**src/rtl/pn_infix_encoder_if.sv**
```systemverilog
// Token bus between infix source, encoder and PN evaluator.
// Latency: none, signal bundle only.
// Backpressure: in_ready throttles the infix side; the postfix side has none.
interface pn_infix_encoder_if;
    logic [1:0] mode;
    logic       in_valid;
    logic       in_last;
    logic       operator;
    logic [2:0] in;
    logic       in_ready;
    logic       out_valid;
    logic       out_last;
    logic [1:0] out_mode;
    logic       out_operator;
    logic [2:0] out_in;
    logic       err;

    modport slave (
        input  mode, in_valid, in_last, operator, in,
        output in_ready, out_valid, out_last, out_mode, out_operator, out_in, err
    );

    modport master (
        output mode, in_valid, in_last, operator, in,
        input  in_ready, out_valid, out_last, out_mode, out_operator, out_in, err
    );
endinterface

```
**src/rtl/pn_infix_encoder.sv**
```systemverilog
// Infix -> postfix token encoder (shunting-yard, 2-deep operator stack).
// Latency: operand emitted 1 cycle after acceptance; each stacked operator pop takes 1 cycle.
// Backpressure: in_ready drops while popping/flushing/erroring; output side never stalls.
module pn_infix_encoder #(
    parameter int MAX_TOKENS = 15,
    parameter int CNT_W      = 4
) (
    input  logic              clk,
    input  logic              rst_n,
    pn_infix_encoder_if.slave bus
);

    typedef enum logic [2:0] {
        S_IDLE,
        S_ACCEPT,
        S_POP,
        S_FLUSH,
        S_ERR
    } state_t;

    state_t           state, state_n;
    logic [1:0]       stk0, stk0_n;      // bottom of operator stack
    logic [1:0]       stk1, stk1_n;      // second entry (only used when sp == 2)
    logic [1:0]       sp, sp_n;          // number of stacked operators
    logic [1:0]       pend, pend_n;      // incoming operator waiting for pops to finish
    logic [CNT_W-1:0] cnt, cnt_n;
    logic             expect_opnd, expect_opnd_n;
    logic [1:0]       mode_q, mode_n;
    logic             out_valid_q, out_valid_n;
    logic             out_last_q, out_last_n;
    logic             out_op_q, out_op_n;
    logic [2:0]       out_in_q, out_in_n;
    logic             err_q, err_n;

    logic             in_ready;
    logic             accept;
    logic             bad;
    logic [1:0]       top_op;
    logic [1:0]       in_op;

    // Binding strength: mul above add/sub.
    function automatic logic [1:0] prec(input logic [1:0] op);
        return (op == 2'd2) ? 2'd2 : 2'd1;
    endfunction

    // Next-state, stack update and registered-output values.
    always_comb begin
        state_n       = state;
        stk0_n        = stk0;
        stk1_n        = stk1;
        sp_n          = sp;
        pend_n        = pend;
        cnt_n         = cnt;
        expect_opnd_n = expect_opnd;
        mode_n        = mode_q;
        out_valid_n   = 1'b0;
        out_last_n    = 1'b0;
        out_op_n      = 1'b0;
        out_in_n      = 3'd0;
        err_n         = 1'b0;

        in_ready = (state == S_IDLE) || (state == S_ACCEPT);
        accept   = bus.in_valid && in_ready;
        top_op   = (sp == 2'd2) ? stk1 : stk0;
        in_op    = bus.in[1:0];
        // Grammar: operand/operator must alternate starting with an operand,
        // only an operand may close the expression, codes above 2 are illegal.
        bad = (bus.operator == expect_opnd)
            || (bus.operator && bus.in_last)
            || (bus.operator && (bus.in > 3'd2))
            || (cnt == CNT_W'(MAX_TOKENS));

        case (state)
            S_IDLE, S_ACCEPT: begin
                if (accept) begin
                    if (state == S_IDLE) begin
                        mode_n = bus.mode;
                    end
                    if (bad) begin
                        state_n       = S_ERR;
                        err_n         = 1'b1;
                        sp_n          = 2'd0;
                        cnt_n         = '0;
                        expect_opnd_n = 1'b1;
                    end else if (!bus.operator) begin
                        out_valid_n   = 1'b1;
                        out_in_n      = bus.in;
                        cnt_n         = cnt + CNT_W'(1);
                        expect_opnd_n = 1'b0;
                        state_n       = S_ACCEPT;
                        if (bus.in_last) begin
                            cnt_n         = '0;
                            expect_opnd_n = 1'b1;
                            if (sp == 2'd0) begin
                                out_last_n = 1'b1;
                                state_n    = S_IDLE;
                            end else begin
                                state_n = S_FLUSH;
                            end
                        end
                    end else begin
                        cnt_n         = cnt + CNT_W'(1);
                        expect_opnd_n = 1'b1;
                        state_n       = S_ACCEPT;
                        if ((sp != 2'd0) && (prec(top_op) >= prec(in_op))) begin
                            pend_n  = in_op;
                            state_n = S_POP;
                        end else if (sp == 2'd0) begin
                            stk0_n = in_op;
                            sp_n   = 2'd1;
                        end else begin
                            stk1_n = in_op;
                            sp_n   = 2'd2;
                        end
                    end
                end
            end
            S_POP: begin
                out_valid_n = 1'b1;
                out_op_n    = 1'b1;
                out_in_n    = {1'b0, top_op};
                // Pop again if the entry underneath still binds as tightly;
                // otherwise the pending operator takes the popped slot.
                if ((sp == 2'd2) && (prec(stk0) >= prec(pend))) begin
                    sp_n = 2'd1;
                end else if (sp == 2'd2) begin
                    stk1_n  = pend;
                    state_n = S_ACCEPT;
                end else begin
                    stk0_n  = pend;
                    sp_n    = 2'd1;
                    state_n = S_ACCEPT;
                end
            end
            S_FLUSH: begin
                out_valid_n = 1'b1;
                out_op_n    = 1'b1;
                out_in_n    = {1'b0, top_op};
                if (sp <= 2'd1) begin
                    out_last_n = 1'b1;
                    sp_n       = 2'd0;
                    state_n    = S_IDLE;
                end else begin
                    sp_n = sp - 2'd1;
                end
            end
            S_ERR: begin
                state_n = S_IDLE;
            end
            default: begin
                state_n = S_IDLE;
                sp_n    = 2'd0;
            end
        endcase
    end

    // State and datapath registers with synchronous reset.
    always_ff @(posedge clk) begin
        if (!rst_n) begin
            state       <= S_IDLE;
            stk0        <= 2'd0;
            stk1        <= 2'd0;
            sp          <= 2'd0;
            pend        <= 2'd0;
            cnt         <= '0;
            expect_opnd <= 1'b1;
            mode_q      <= 2'd0;
            out_valid_q <= 1'b0;
            out_last_q  <= 1'b0;
            out_op_q    <= 1'b0;
            out_in_q    <= 3'd0;
            err_q       <= 1'b0;
        end else begin
            state       <= state_n;
            stk0        <= stk0_n;
            stk1        <= stk1_n;
            sp          <= sp_n;
            pend        <= pend_n;
            cnt         <= cnt_n;
            expect_opnd <= expect_opnd_n;
            mode_q      <= mode_n;
            out_valid_q <= out_valid_n;
            out_last_q  <= out_last_n;
            out_op_q    <= out_op_n;
            out_in_q    <= out_in_n;
            err_q       <= err_n;
        end
    end

    assign bus.in_ready     = in_ready;
    assign bus.out_valid    = out_valid_q;
    assign bus.out_last     = out_last_q;
    assign bus.out_mode     = mode_q;
    assign bus.out_operator = out_op_q;
    assign bus.out_in       = out_in_q;
    assign bus.err          = err_q;

endmodule
```
**src/flat_wrapper.sv**
```systemverilog
// flat-port wrapper written by rule: the top's interface ports become plain ports
module pn_infix_encoder_flat 
#(
    parameter int MAX_TOKENS = 15,
    parameter int CNT_W      = 4
)
  (clk, rst_n, bus_mode, bus_in_valid, bus_in_last, bus_operator, bus_in, bus_in_ready, bus_out_valid, bus_out_last, bus_out_mode, bus_out_operator, bus_out_in, bus_err);
  pn_infix_encoder_if bus_i ();
  input  logic clk;
  input  logic rst_n;
  input wire logic [$bits(bus_i.mode)-1:0] bus_mode;
  input wire logic [$bits(bus_i.in_valid)-1:0] bus_in_valid;
  input wire logic [$bits(bus_i.in_last)-1:0] bus_in_last;
  input wire logic [$bits(bus_i.operator)-1:0] bus_operator;
  input wire logic [$bits(bus_i.in)-1:0] bus_in;
  output wire logic [$bits(bus_i.in_ready)-1:0] bus_in_ready;
  output wire logic [$bits(bus_i.out_valid)-1:0] bus_out_valid;
  output wire logic [$bits(bus_i.out_last)-1:0] bus_out_last;
  output wire logic [$bits(bus_i.out_mode)-1:0] bus_out_mode;
  output wire logic [$bits(bus_i.out_operator)-1:0] bus_out_operator;
  output wire logic [$bits(bus_i.out_in)-1:0] bus_out_in;
  output wire logic [$bits(bus_i.err)-1:0] bus_err;
  assign bus_i.mode = bus_mode;
  assign bus_i.in_valid = bus_in_valid;
  assign bus_i.in_last = bus_in_last;
  assign bus_i.operator = bus_operator;
  assign bus_i.in = bus_in;
  assign bus_in_ready = bus_i.in_ready;
  assign bus_out_valid = bus_i.out_valid;
  assign bus_out_last = bus_i.out_last;
  assign bus_out_mode = bus_i.out_mode;
  assign bus_out_operator = bus_i.out_operator;
  assign bus_out_in = bus_i.out_in;
  assign bus_err = bus_i.err;
  pn_infix_encoder #(.MAX_TOKENS(MAX_TOKENS), .CNT_W(CNT_W)) u_core (.clk(clk), .rst_n(rst_n), .bus(bus_i));
endmodule
```
**config.mk**
```make
export PLATFORM = sky130hd
export DESIGN_NAME = pn_infix_encoder_flat
export DESIGN_NICKNAME = d
export VERILOG_FILES = /design/src/rtl/pn_infix_encoder_if.sv /design/src/rtl/pn_infix_encoder.sv /design/src/flat_wrapper.sv
export SDC_FILE = /design/constraint.sdc
export NUM_CORES = 1
export LEC_CHECK = 0
export CAP_MARGIN = 15
export CORE_MARGIN = 5
export CORE_UTILIZATION = 30
export DETAILED_ROUTE_END_ITERATION = 12
export GPL_ROUTABILITY_DRIVEN = 0
export PLACE_DENSITY = 0.5
export RECOVER_POWER = 25
export SLEW_MARGIN = 20
export SYNTH_ARGS = -nofsm -noshare
export SYNTH_HDL_FRONTEND = slang
export SYNTH_SLANG_ARGS = --single-unit
```
**constraint.sdc**
```tcl
create_clock -name clk -period 2.6 [get_ports clk]
set_clock_uncertainty 0.15 [all_clocks]
set_input_delay 0.52 -clock clk [delete_from_list [all_inputs] [get_ports clk]]
set_output_delay 0.52 -clock clk [all_outputs]
set_load 0.03 [all_outputs]
```
Word-level counts from Yosys, hierarchy flattened:

Cells that the tools add are included.

* input port bits: 10
* output and inout bits: 10
* word-level logic and storage cells: 130
* flip-flop bits (word level): 25

* magnitude comparators: 4
* reduce and logical (&&, ||, !) cells: 23
* multiplexer cells: 62
* equal/unequal tests: 24
* $add $sub $neg: 2
* bitwise gates (word level): 2

Operators with widths (count)
* $mux 2: 29
* $mux 3: 9
* $reduce_and 8->1: 2
* $mux 1: 14
* $mux 4: 3
* $ne 2x2->1 const B: 6
* $eq 2x2->1 const B: 5
* $reduce_and 5->1: 2
* $pmux 3 s3: 1
* $reduce_and 3->1: 3
* $ne 2x1->1 const B: 4
* $pmux 2 s2: 2
* $pmux 2 s4: 1
* $eq 3x2->1 const B: 2
* $ne 3x2->1 const B: 2
* $pmux 3 s2: 1
* $logic_and 1x1->1: 5
* $add 4x1->4 const B: 1
* $eq 4x4->1 const B: 1
* $ge 2x2->1: 2
* $logic_or 1x1->1: 4
* $pmux 1 s2: 2
* $reduce_bool 2->1: 2
* $reduce_or 2->1: 2
* 11 further kinds: 12

Logic depth before layout (Yosys ltp):

* depth after elaboration: 11
* depth in mapped cells: 7
* gate-level depth less buffers: 6

Least setup slack after synthesis:

OpenSTA, ideal clock, no wires.

* kind: register to register
* start point: register u_core.state[2]
* end point: register u_core.out_last_q (netlist: u_core.bus.out_last)
* cell stages (with the launch flop): 7
* slack: 0.519 ns
* setup time: 0.079 ns
* data required time: 2.371 ns
* period minus slack after synthesis: 2.081 ns
* arrival time: 1.852 ns
* cell sequence: dfxtp_1 -> buf_6 -> nor2_2 -> nand2_1 -> or3_4 -> or3_1 -> a211oi_2

* longest elaborated chain between the ends: 5

RTL lines
* start, declared: RTL line pn_infix_encoder.sv:21 `state_t state, state_n;`
* start signal, assigned: RTL line pn_infix_encoder.sv:174 `state <= state_n;`
* $eq 3x1->1 / $logic_not 3->1 (equally long branches): RTL line pn_infix_encoder.sv:62 `in_ready = (state == S_IDLE) || (state == S_ACCEPT);`
* $logic_or 1x1->1 *: RTL line pn_infix_encoder.sv:62
* via bus_in_ready: RTL line flat_wrapper.sv:16 `output wire logic [$bits(bus_i.in_ready)-1:0] bus_in_ready;`
* $logic_and 1x1->1 *: RTL line pn_infix_encoder.sv:63 `accept = bus.in_valid && in_ready;`
* $mux 1 *: RTL line pn_infix_encoder.sv:75 `if (accept) begin`
* $pmux 1 s2 *: RTL line pn_infix_encoder.sv:73 `case (state)`
* end signal, assigned: RTL line pn_infix_encoder.sv:183 `out_last_q <= out_last_n;`
* end, declared: RTL line pn_infix_encoder.sv:30 `logic out_last_q, out_last_n;`

The timed path passes the listed nets; every way through them passes the cells marked *.
A chain may end at the register's enable or synchronous reset.

Worst setup path after layout:

* start point: input port bus_in_last
* end point: register u_core.stk0[1]

* longest elaborated chain between the ends: 6

RTL lines
* start, declared: RTL line flat_wrapper.sv:13 `input wire logic [$bits(bus_i.in_last)-1:0] bus_in_last;`
* $logic_and 1x1->1: RTL line pn_infix_encoder.sv:69 `|| (bus.operator && bus.in_last)`
* $logic_or 1x1->1: RTL line pn_infix_encoder.sv:69
* $logic_or 1x1->1: RTL line pn_infix_encoder.sv:70 `|| (bus.operator && (bus.in > 3'd2))`
* $logic_or 1x1->1: RTL line pn_infix_encoder.sv:71 `|| (cnt == CNT_W'(MAX_TOKENS));`
* $ne 2x2->1 (no line)
* $reduce_and 8->1 (no line)
* end signal, assigned: RTL line pn_infix_encoder.sv:175 `stk0 <= stk0_n;`
* end, declared: RTL line pn_infix_encoder.sv:22 `logic [1:0] stk0, stk0_n;`

No other way between the ends.

==> metrics.md <==
| Metric | Value |
|---|---|
| First-pass GRT wire length | `around 6200 µm` |
| Hold path start | `u_core.stk1[1]$_SDFFE_PN0P_` |
| Post-route ant nets | `0` |
| CP top delay family | `compound AO/OA/AOI/OAI gates` |
| Worst r2r path cells | `5` |
| Most frequent cell after synthesis | `dfxtp_1` |
| Crit path largest cell delay | `470 ps` |
| Maximum vdd ir drop | `0.279 mV` |
| Largest net degree at the start of global routing | `14` |
| Fin area | `around 0.0017 mm²` |
| Area growth syn-to-layout | `26.1%` |
| Period utilization | `between 90 and 100%` |
| DRT Pass-1 Iters | `4` |
| Worst slew pin tran | `481 ps` |
| CTS sink count | `25` |
| Placed insts | `~250` |
| TritonCTS clock tree | `done` |
| Post-synth top area share | `a little under two fifths` |
| Slowest-stage cell, CP | `clkdlybuf4s50_1` |
| Yosys reg bits | `25` |
| Total GRT Usage | `between 10% and 20%` |
| Via density | `roughly 5.3` |
| Final wirelength | `around 3700 µm` |
| Leakage | `~0.6 nW` |
| Ranking of synthesized cells by area | `dfxtp_1, nand2_1, a21oi_1` |
| Hold path depth | `2` |
| Fin nets | `approximately 210` |
| WHS | `324 ps` |
| TritonCTS buffer count | `3` |
| Syn nets | `roughly 180` |
| Total number of vias | `1318` |
| Count of different cell masters after synthesis | `37` |
| Worst reg2reg setup slack | `a little under 500 ps` |
| Ratio of cells with drive above 1 in the final layout | `about 11%` |
| Vias in the first global route | `about 1300` |
| Initial core utilization | `between 30% and 40%` |
| Buffers added on ports | `19` |
| DP Area | `roughly 0.0016 mm²` |
| Number of enable flip-flop cells after synthesis | `0` |
| Worst setup SP type | `input port` |
| CP Capture Type | `flop` |
| Critical Path AT | `approximately 2400 ps` |
| Worst hold path type | `flop to flop` |
| Post-Synthesis Cells | `between 150 and 200` |
| Crit Path Max Fanout | `7` |
| Final-report hold violation count | `0` |
| Primary FF master, synth | `dfxtp_1` |
| Ys async rst share | `0%` |
| FF-to-FF End | `u_core.sp[0]$_SDFFE_PN0P_` |
| Final setup viols | `0` |
| H-tree levels | `1` |
| Min-Delay Endpoint | `u_core.stk1[1]$_SDFFE_PN0P_` |
| Avg Inst Size Synth | `7.75 µm²` |
| Clk_lat worst skew | `~260 ps` |
| Filler cells | `470` |
| Setup slack after layout | `between 200 and 250 ps` |
| Chip width | `around 77 µm` |
| Power per cell area | `around 470 mW/mm²` |
| Postcts setup bufs | `0` |
| Total design power | `~0.8 mW` |
| Die H | `~77 µm` |
| I/O pins | `20` |
| Diodes inserted | `0` |
| Dpl hpwl | `approximately 2900 µm` |
| Dpl ws | `-45.2 ps` |
| CTS resizes | `0` |
| Worst-path clk slew | `80 ps` |
| Worst R2R Start | `u_core.sp[0]$_SDFFE_PN0P_` |
| Post-synth top cells | `dfxtp_1, nand2_1, a21oi_1, o21ai_0, nor2_1` |
| Cts hold-fix bufs | `0` |
| Fmax | `approximately 420 MHz` |
| Core Area | `0.00432 mm²` |
| Wire per inst | `around 15 µm` |
| Total grt overflow | `0` |
| Cell Area, Synth | `between 0.001 and 0.0015 mm²` |
| DR iter-0 viols | `80` |
| Slew margin rel. | `about 68%` |
| CTS root buf | `clkbuf_8` |
| MaxCap Viol Count | `0` |
| DIE AREA | `a little under 0.006 mm²` |
| Sequential area share after synthesis | `37.5%` |
| DRC viols | `0` |
| RSZ-0062 raised after global routing | `no` |
| CP required | `~2600 ps` |
| Finished Layout Cells | `251` |
| Yosys top cell by area | `dfxtp_1` |
| Path type of the worst setup path | `input port to flop` |
| Status | `complete, no violations` |
| Row cnt | `24` |
| Min Tclk post-route | `around 2400 ps` |
| Synthesis warning total | `0` |
| Crit-path cells | `clkdlybuf4s50_1 > nor4b_2 > a22oi_2 > buf_4 > o21ai_0 > a31oi_1 > a311oi_1` |
| CP Buf/Inv Count | `2` |
| Antenna violations before repair | `0` |
| Slew Viols, Final | `0` |
| Clock buffer depth | `2` |
==> how the worst max path moves through the flow <==
stage                                 start                             end  slack (ps)  cells after the start
4_1_cts                         bus_in_last     u_core.stk0[0]$_SDFFE_PN0P_         230                      7
3_5_place_dp                   bus_operator     u_core.stk0[0]$_SDFFE_PN0P_         -50                      7
6_report                        bus_in_last     u_core.stk0[1]$_SDFFE_PN0P_         200                      7
5_1_grt                         bus_in_last     u_core.stk0[0]$_SDFFE_PN0P_         160                      7
2_1_floorplan  u_core.state[2]$_SDFFE_PN0P_  u_core.bus.out_last$_SDFF_PN0_         520                      6
3_3_place_gp                      bus_in[2]     u_core.stk0[0]$_SDFFE_PN0P_         130                      7
==> layout make-up <==
cell class,count,area (µm²),area share [%]
Clock buffer,4,45.0,2.68
Inverter,7,26.3,1.56
Multi-Input combinational cell,132,768,45.7
Sequential cell,25,500,29.8
Tap cell,52,65.1,3.87
Timing Repair Buffer,31,277,16.4
==> kinds of logic (layout without fill, tap and decap cells) <==
logic type,Yosys count,in the layout,share of synthesized area (%)
fa+ha+maj,1,1,0.938
simple gates,78,78,30.5
buf+inv,15,42,4.88
compound gates,49,49,23.2
mux,4,4,3.00
flops,25,25,37.5
==> registers in the layout, indices dropped and copies added (netlist names), 2 cells and up <==
name                 count
u_core.sp                2
u_core.stk0              2
u_core.bus.out_mode      2
u_core.pend              2
u_core.stk1              2
u_core.cnt               4
u_core.state             3
u_core.bus.out_in        3
==> metrics by stage <==
| stage | utilization (%) | TNS, ps |
|---|---|---|
| 2_1_floorplan | - | 0 |
| 3_3_place_gp | 37.9 | 0 |
| 3_5_place_dp | 37.9 | -83.8 |
| 4_1_cts | 39.0 | 0 |
| 5_1_grt | 38.9 | 0 |
| 6_report | 38.9 | 0 |
==> placed cells by master (no fill, tap or decap), types with 2 or more instances in the layout <==
| cell | n |
|---|---|
| nor3b_1 | 2 |
| nor3_1 | 8 |
| mux2i_1 | 4 |
| buf_4 | 11 |
| a311oi_1 | 2 |
| o21ai_0 | 15 |
| nor2_1 | 13 |
| nor2b_1 | 6 |
| clkbuf_8 | 3 |
| a21oi_1 | 15 |
| nand3_1 | 7 |
| nand2b_1 | 4 |
| o22ai_1 | 2 |
| inv_1 | 7 |
| a31oi_1 | 5 |
| dlygate4sd3_1 | 2 |
| nand4_1 | 4 |
| nand2_1 | 23 |
| dfxtp_1 | 25 |
| clkbuf_1 | 2 |
| or3_1 | 2 |
| and3_1 | 2 |
| clkdlybuf4s50_1 | 17 |
| nand4b_1 | 2 |
| o211ai_1 | 2 |
==> metal layers <==
| layer | share of wire (%) | wire length, µm | track usage, % | up-vias |
|---|---|---|---|---|
| li1 | - | - | - | 680 |
| met1 | 46 | 1710 | 15.4 | 604 |
| met2 | 48 | 1790 | 21.4 | 30 |
| met3 | 4.8 | 178 | 3.75 | 4 |
| met4 | 1.3 | 48 | 5.07 | 0 |
| met5 | 0 | 0 | 0 | - |
==> worst register-to-register path, cell delays in order (launching register included) <==
cell and delay [ps]:
dfxtp_1 540, nor4bb_1 150, a2111oi_2 470, o21ai_0 170, a31oi_1 340, mux2i_1 220
==> power breakdown <==
group / total [mW] / internal [mW] / leakage, nW / switching (mW)
registers: 0.413 / 0.397 / 0.203 / 0.0166
logic: 0.158 / 0.0674 / 0.391 / 0.0910
clock network: 0.226 / 0.109 / 0.0228 / 0.117
Power figures use the tool's default switching activity.
